### src/rtl/uart_alu_host.sv
// Host-side initiator for the UART-attached ALU: sends A, B, opcode and returns the result byte.
// Optional result timeout is enabled by defining UART_ALU_HOST_TIMEOUT_EN.
module uart_alu_host #(
    parameter int DATA_BITS      = 8,
    parameter int OPCODE_BITS    = 6,
    parameter int TIMEOUT_CYCLES = 1000000
) (
    input  logic                   i_clk,
    input  logic                   i_reset,
    input  logic                   i_start,
    input  logic [DATA_BITS-1:0]   i_op_a,
    input  logic [DATA_BITS-1:0]   i_op_b,
    input  logic [OPCODE_BITS-1:0] i_op_code,
    output logic                   o_ready,
    output logic [DATA_BITS-1:0]   o_result,
    output logic                   o_done,
    output logic                   o_timeout,
    input  logic                   i_tx_full,
    output logic                   o_wr_uart,
    output logic [DATA_BITS-1:0]   o_w_data,
    input  logic                   i_rx_empty,
    input  logic [DATA_BITS-1:0]   i_r_data,
    output logic                   o_rd_uart
);

    if (OPCODE_BITS > DATA_BITS || TIMEOUT_CYCLES < 2) begin : g_param_check
        $error("uart_alu_host: invalid parameter combination");
    end

    typedef enum logic [2:0] {
        IDLE     = 3'd0,
        SEND_A   = 3'd1,
        SEND_B   = 3'd2,
        SEND_OP  = 3'd3,
        WAIT_RES = 3'd4,
        DONE     = 3'd5
    } state_t;

    state_t                 state_q, state_d;
    logic [DATA_BITS-1:0]   a_q, a_d;
    logic [DATA_BITS-1:0]   b_q, b_d;
    logic [OPCODE_BITS-1:0] op_q, op_d;
    logic [DATA_BITS-1:0]   result_q, result_d;
    logic                   done_q, done_d;
    logic                   timeout_q, timeout_d;
    logic                   timeout_hit_s;
    logic                   wr_s;
    logic                   rd_s;
    logic [DATA_BITS-1:0]   wdata_s;

`ifdef UART_ALU_HOST_TIMEOUT_EN
    localparam int CNT_W = $clog2(TIMEOUT_CYCLES);

    logic [CNT_W-1:0] cnt_q, cnt_d;

    // Wait counter: zero outside WAIT_RES, so every entry starts from 0.
    always_ff @(posedge i_clk) begin
        if (!i_reset) begin
            cnt_q <= {CNT_W{1'b0}};
        end else begin
            cnt_q <= cnt_d;
        end
    end

    // Counter next value and last-cycle detection.
    always_comb begin
        cnt_d = {CNT_W{1'b0}};
        if (state_q == WAIT_RES && i_rx_empty) begin
            cnt_d = cnt_q + CNT_W'(1);
        end else begin
            cnt_d = {CNT_W{1'b0}};
        end
    end

    assign timeout_hit_s = (cnt_q == CNT_W'(TIMEOUT_CYCLES - 1));
`else
    assign timeout_hit_s = 1'b0;
`endif

    // State, latched request and registered result/pulses.
    always_ff @(posedge i_clk) begin
        if (!i_reset) begin
            state_q   <= IDLE;
            a_q       <= {DATA_BITS{1'b0}};
            b_q       <= {DATA_BITS{1'b0}};
            op_q      <= {OPCODE_BITS{1'b0}};
            result_q  <= {DATA_BITS{1'b0}};
            done_q    <= 1'b0;
            timeout_q <= 1'b0;
        end else begin
            state_q   <= state_d;
            a_q       <= a_d;
            b_q       <= b_d;
            op_q      <= op_d;
            result_q  <= result_d;
            done_q    <= done_d;
            timeout_q <= timeout_d;
        end
    end

    // Next state and FIFO strobes; a result byte in the final wait cycle beats the timeout.
    always_comb begin
        state_d   = state_q;
        a_d       = a_q;
        b_d       = b_q;
        op_d      = op_q;
        result_d  = result_q;
        done_d    = 1'b0;
        timeout_d = 1'b0;
        wr_s      = 1'b0;
        rd_s      = 1'b0;
        wdata_s   = {DATA_BITS{1'b0}};
        case (state_q)
            IDLE: begin
                rd_s = !i_rx_empty;
                if (i_start) begin
                    a_d     = i_op_a;
                    b_d     = i_op_b;
                    op_d    = i_op_code;
                    state_d = SEND_A;
                end else begin
                    state_d = IDLE;
                end
            end
            SEND_A: begin
                wr_s    = !i_tx_full;
                wdata_s = a_q;
                state_d = wr_s ? SEND_B : SEND_A;
            end
            SEND_B: begin
                wr_s    = !i_tx_full;
                wdata_s = b_q;
                state_d = wr_s ? SEND_OP : SEND_B;
            end
            SEND_OP: begin
                wr_s    = !i_tx_full;
                wdata_s = DATA_BITS'(op_q);
                state_d = wr_s ? WAIT_RES : SEND_OP;
            end
            WAIT_RES: begin
                if (!i_rx_empty) begin
                    rd_s     = 1'b1;
                    result_d = i_r_data;
                    done_d   = 1'b1;
                    state_d  = DONE;
                end else if (timeout_hit_s) begin
                    timeout_d = 1'b1;
                    state_d   = IDLE;
                end else begin
                    state_d = WAIT_RES;
                end
            end
            DONE: begin
                state_d = IDLE;
            end
            default: begin
                state_d = IDLE;
            end
        endcase
    end

    assign o_ready   = (state_q == IDLE);
    assign o_wr_uart = wr_s;
    assign o_w_data  = wdata_s;
    assign o_rd_uart = rd_s;
    assign o_result  = result_q;
    assign o_done    = done_q;
    assign o_timeout = timeout_q;

endmodule
### config.mk
export PLATFORM = sky130hd
export DESIGN_NAME = uart_alu_host
export DESIGN_NICKNAME = d
export VERILOG_FILES = /design/src/rtl/uart_alu_host.sv
export SDC_FILE = /design/constraint.sdc
export NUM_CORES = 1
export LEC_CHECK = 0
export CORE_AREA = 2 2 80 59
export CTS_BUF_LIST = sky130_fd_sc_hd__clkbuf_4 sky130_fd_sc_hd__clkbuf_8 sky130_fd_sc_hd__clkbuf_16
export CTS_CLUSTER_DIAMETER = 150
export DETAILED_ROUTE_END_ITERATION = 16
export DIE_AREA = 0 0 82 61
export DONT_BUFFER_PORTS = 1
export GPL_TIMING_DRIVEN = 0
export HOLD_SLACK_MARGIN = 0.02
export PLACE_DENSITY = 0.49
export SYNTH_ARGS = -nofsm -noshare
export SYNTH_HDL_FRONTEND = slang
export SYNTH_SLANG_ARGS = --single-unit
### constraint.sdc
create_clock -name i_clk -period 1.9 [get_ports i_clk]
set_input_delay 0 -clock i_clk [delete_from_list [all_inputs] [get_ports i_clk]]
set_output_delay 0 -clock i_clk [all_outputs]
set_load 0.005 [all_outputs]
Word-level counts from Yosys, hierarchy flattened
Cells that the tools add are included.
{ "word_totals": {"out_inout_bits": 21, "mem_bits_ro": 0, "in_bits": 35, "regBits": 34, "wordCells": 28, "memories": 0, "mem_bits_rw": 0, "latchBits": 0} }
{ "classes": {"shift": 0, "add_sub_neg": 0, "n_mul": 0, "n_lt_le_gt_ge": 0, "div": 0, "n_reduce_logical": 7, "n_bitwise": 1, "n_eq_ne": 4, "mux": 10} }
{ "op_table": {"columns": ["operator", "count"], "rows": [
  ["one-hot mux 8 bit (3 select lines)", 1],
  ["one-hot mux 3 bit (5 select lines)", 1],
  ["== test 3 x 2 -> 1 bit (second input constant)", 2],
  ["AND reduction 2 bit", 3],
  ["2-to-1 mux 1 bit", 5],
  ["== test 3 x 1 -> 1 bit (second input constant)", 1],
  ["== test 3 bit (second input constant)", 1],
  ["zero test 3 bit", 1],
  ["2-to-1 mux 3 bit", 1],
  ["OR reduction 3 bit", 1],
  ["zero test 1 bit", 2],
  ["2-to-1 mux 2 bit", 1],
  ["one-hot mux 1 bit (2 select lines)", 1],
  ["inverter 1 bit", 1]
]} }

Depth between registers and ports, before layout
{ "logic_depth": {"ltp_word": 3, "ltp_mapped": 5, "depth_no_buf": 3} }

Worst setup path before layout
Ideal clock, no wire load.
{ "synth_path": {"path_kind": "reg2reg", "from": "reg state_q[1]", "to": "reg result_q[0] (netlist: o_result[0])", "period_less_slack_ns": 1.324, "t_required_ns": 1.778, "stages_incl_launch_ff": 6, "t_arrival_ns": 1.202, "n_path_buf": 2, "setup_time_ns": 0.122, "setup_slack_ns": 0.576, "path_cell_list": "dfxtp_1 > buf_2 > or4b_1 > buf_2 > nand2_1 > a21boi_0"} }
{ "synth_via": {"elab_chain_cells": 2} }
{ "synth_rtl": {"columns": ["element", "line_no", "rtl"], "rows": [
  ["from (decl)", "39", "state_t state_q, state_d;"],
  ["from (signal assigned)", "91", "state_q <= state_d;"],
  ["== test 3 bit", "113", "case (state_q)"],
  ["AND reduction 2 bit (no line)", null, null],
  ["to (signal assigned)", "87", "result_q <= {DATA_BITS{1'b0}};"],
  ["to (signal assigned)", "95", "result_q <= result_d;"],
  ["to (decl)", "43", "logic [DATA_BITS-1:0] result_q, result_d;"]
]} }
Every way passes these cells.
A chain may end at the register's enable or synchronous reset.

Final worst setup path
{ "layout_path": {"from": "reg state_q[1]", "to": "reg result_q[4] (netlist: o_result[4])"} }
Same word-level chain as after synthesis.

==> impl_metrics.csv <==
group,metric,value,unit
pwr,pwr-share-comb,17.8,%
yosys,ys.flop_type,"dfxtp_1",
global_route,grt_max_degree,11,
pwr,swShare,26.98,%
outcome,status,"complete, no violations",
setup_path,endpoint_kind,"flip-flop",
sta,max_slew_margin,60.41,%
cells_and_area,drive_gt1_share,21.19,%
clock_tree,htree_levels,2,
clock_tree,cts_root_buf,"clkbuf_8",
sta,drv_slew,0,
yosys,async_flop_share,0,%
yosys,netlist_top_cells_area,"dfxtp_1 (41%), o21ai_2 (9.6%), nand2_1 (8.9%), nand3_1 (6.7%), buf_6 (4.8%)",
pwr,leakagePower,0.8070,nW
routing,via_per_inst,5.141,
pwr,p_per_area,748.1,nW/um^2
yosys,synth_cells,189,
floorplanning,io_pins,56,
cells_and_area,antenna_cells,0,
floorplanning,initial_utilization,39.20,%
setup_path,crit_fanout,9,
clock_tree,cts_made_buffers,5,
yosys,ys_seq_area_share,41.31,%
sta,timing.final.ws_setup,0.09053,ns
yosys,synth-edff-count,0,
pwr,switchingPower,443.4,uW
global_route,antenna_found_initial,0,
setup_path,startpoint_type,"flip-flop",
setup_path,crit_type,"reg -> reg",
sta,worstMarginPinSlew,0.5913,ns
routing,first_pass_iters,4,
global_route,grt_pass1_vias,1444,
sta,setup_viol,0,
placed_design,dp_hpwl,2996,um
placed_design,numPlacedInstances,244,
global_route,track_usage,18.62,%
setup_path,critPathSlowestCell,"dlygate4sd3_1",
placed_design,dpl-instance-area,1717,um^2
floorplanning,die_area,5002,um^2
clock_tree,clockBufferDepth,2,
job,max_cap_viol_count,0,
routing,wl_per_cell,14.79,um
yosys,ys_types,26,
pwr,peakVddDrop,365.1,uV
yosys,synth-seq-cells,34,
placed_design,place_ws,0.4211,ns
setup_path,cpLargestDelayFamily,"buffers and inverters",
routing,drcViolationCount,0,
routing,postRouteAntennaNets,0,
pwr,power.internal,1.200,mW
sta,hold_viol,0,
routing,first_iter_violations,50,
routing,wl,4303,um
sta,fin_skew,0.004216,ns
placed_design,port_buffers,0,
pwr,power.share.clock,35.0,%
floorplanning,die_h,61,um
yosys,syn_nets,224,
setup_path,critical_path_buf_inv_count,3,
yosys,synth_largest_type_area_fraction,41.31,%
clock_tree,clkLatencyLatePin,0.29,ns
clock_tree,clk_transition_reported_paths,0.07,ns
floorplanning,die_w,82,um
yosys,avgSynthCellArea,8.719,um^2
pwr,seqPwrFrac,47.1,%
clock_tree,cts_tree,"yes",
setup_path,cpPeakStageDelay,0.55,ns
floorplanning,row_count,20,
sta,whs,0.03845,ns
setup_path,crit_chain,"buf_2, nor4b_4, buf_4, nand2_1, dlygate4sd3_1, a21boi_0",
global_route,grt_first_pass_wirelength,6789,um
routing,num_vias,1496,
setup_path,crit_required,2.12,ns
clock_tree,clock-sinks,34,
worst_hold_path,hp-class,"in -> reg",
cells_and_area,final_cells,291,
yosys,yosysTopAreaCell,"dfxtp_1",
setup_path,arrival,2.02,ns
floorplanning,coreArea,4204,um^2
sta,finalCritPeriodShare,95.24,%
yosys,yosys_warnings,0,
cells_and_area,postLayoutCellArea,2197,um^2
placed_design,gp_congestion,0.7659,
yosys,syn-cell-area,1648,um^2
cells_and_area,nets,270,
sta,min_period,1.809,ns
sta,fmax,552.6,MHz
global_route,overflow,0,
cells_and_area,area_growth,33.33,%
pwr,p_total,1.644,mW
==> timing repair <==
item | 4_1_cts | 5_1_grt
setup buffers | 0 | 2
hold endpoints to repair | 34 | 0
resized for setup | 0 | 0
setup endpoints to repair | 0 | 5
hold buffers | 37 | 0
==> final timing paths <==
| path | start | slack, ns | depth (start not counted) | endpoint |
|---|---|---|---|---|
| hold / removal | i_rx_empty | 0.04 | 3 | state_q[0] |
| setup reg to reg | state_q[1] | 0.09 | 6 | o_result[4] |
| setup / recovery | state_q[1] | 0.09 | 6 | o_result[4] |
| hold reg to reg | a_q[5] | 0.46 | 2 | a_q[5] |
==> through the flow <==
stage / setup TNS (ns) / utilization (%)
finish: 0 / 52.26
global route: -0.01598 / 52.26
CTS: 0 / 51.90
detailed placement: 0 / 40.83
global placement: 0 / 40.83
floorplan: 0 / -
==> cells in the mapped netlist (2+ instances only) <==
cell	n
nand3_1	22
nor2b_1	4
a22oi_1	8
nand2_1	39
nor4b_4	2
buf_6	7
mux2_2	6
o21ai_2	18
dfxtp_1	34
clkbuf_1	6
buf_2	5
o21ai_0	2
nor3_1	4
o21ai_1	2
a21boi_0	9
nor2_1	11
==> tightest hold or removal path: stages <==
cell and delay [ns]:
nor3_1 0.04, nand2b_1 0.13, o311a_1 0.10
==> routing by layer <==
| layer | part of all wire [%] | vias to the layer above | routed length [um] | track usage, % |
|---|---|---|---|---|
| met5 | 0 | - | 0 | 0 |
| met4 | 1.7 | 0 | 74 | 9.524 |
| met3 | 6.0 | 8 | 260 | 4.613 |
| met2 | 46 | 48 | 1979 | 30.20 |
| met1 | 46 | 698 | 1989 | 23.29 |
| li1 | - | 742 | - | - |
==> logic make-up after synthesis <==
| kind of cell | Yosys count | synth area share (%) |
|---|---|---|
| other | 1 | 0.2276 |
| buffers and inverters | 19 | 8.125 |
| and+or+nand+nor | 87 | 26.12 |
| AOI/OAI and AO/OA | 41 | 19.59 |
| xor gates and xnor gates | 1 | 0.5316 |
| DFF | 34 | 41.31 |
| muxes | 6 | 4.100 |
==> registers in the layout (all words and copies together), names as in the netlist <==
signal and cells:
o_result 8, op_q 6, o_done 1, state_q 3, b_q 8, a_q 8
==> cell usage in the layout, fill, tap and decap left out, types with 2 or more instances in the layout <==
cell	n
buf_6	7
nor2b_1	4
nand2_1	39
a22oi_1	8
nor2_1	11
buf_2	5
a21boi_0	9
clkbuf_8	6
o21ai_1	2
o21ai_2	18
buf_4	3
dlygate4sd3_1	37
mux2_2	6
nor4b_4	2
dfxtp_1	34
clkbuf_1	6
nor3_1	4
o21ai_0	2
nand3_1	22
==> final cells by class <==
type	instances	area [um^2]
plain buffers	19	133.9
clock buffers	7	90.09
flip-flops and latches	34	680.7
clock inverters	1	5.005
multi-input cells	136	833.3
well taps	55	68.82
fillers	403	2007
repair buffers	39	385.4
==> power by group through the flow <==
stage	Sequential (mW)	Clock [mW]	Combinational [mW]
CTS	0.775	0.582	0.295
global placement	0.789	0	0.233
floorplan	0.784	0	0.194
detailed placement	0.791	0	0.239
finish	0.775	0.575	0.293
global route	0.779	0.617	0.322
No activity file was read; power rests on OpenSTA's default activity.
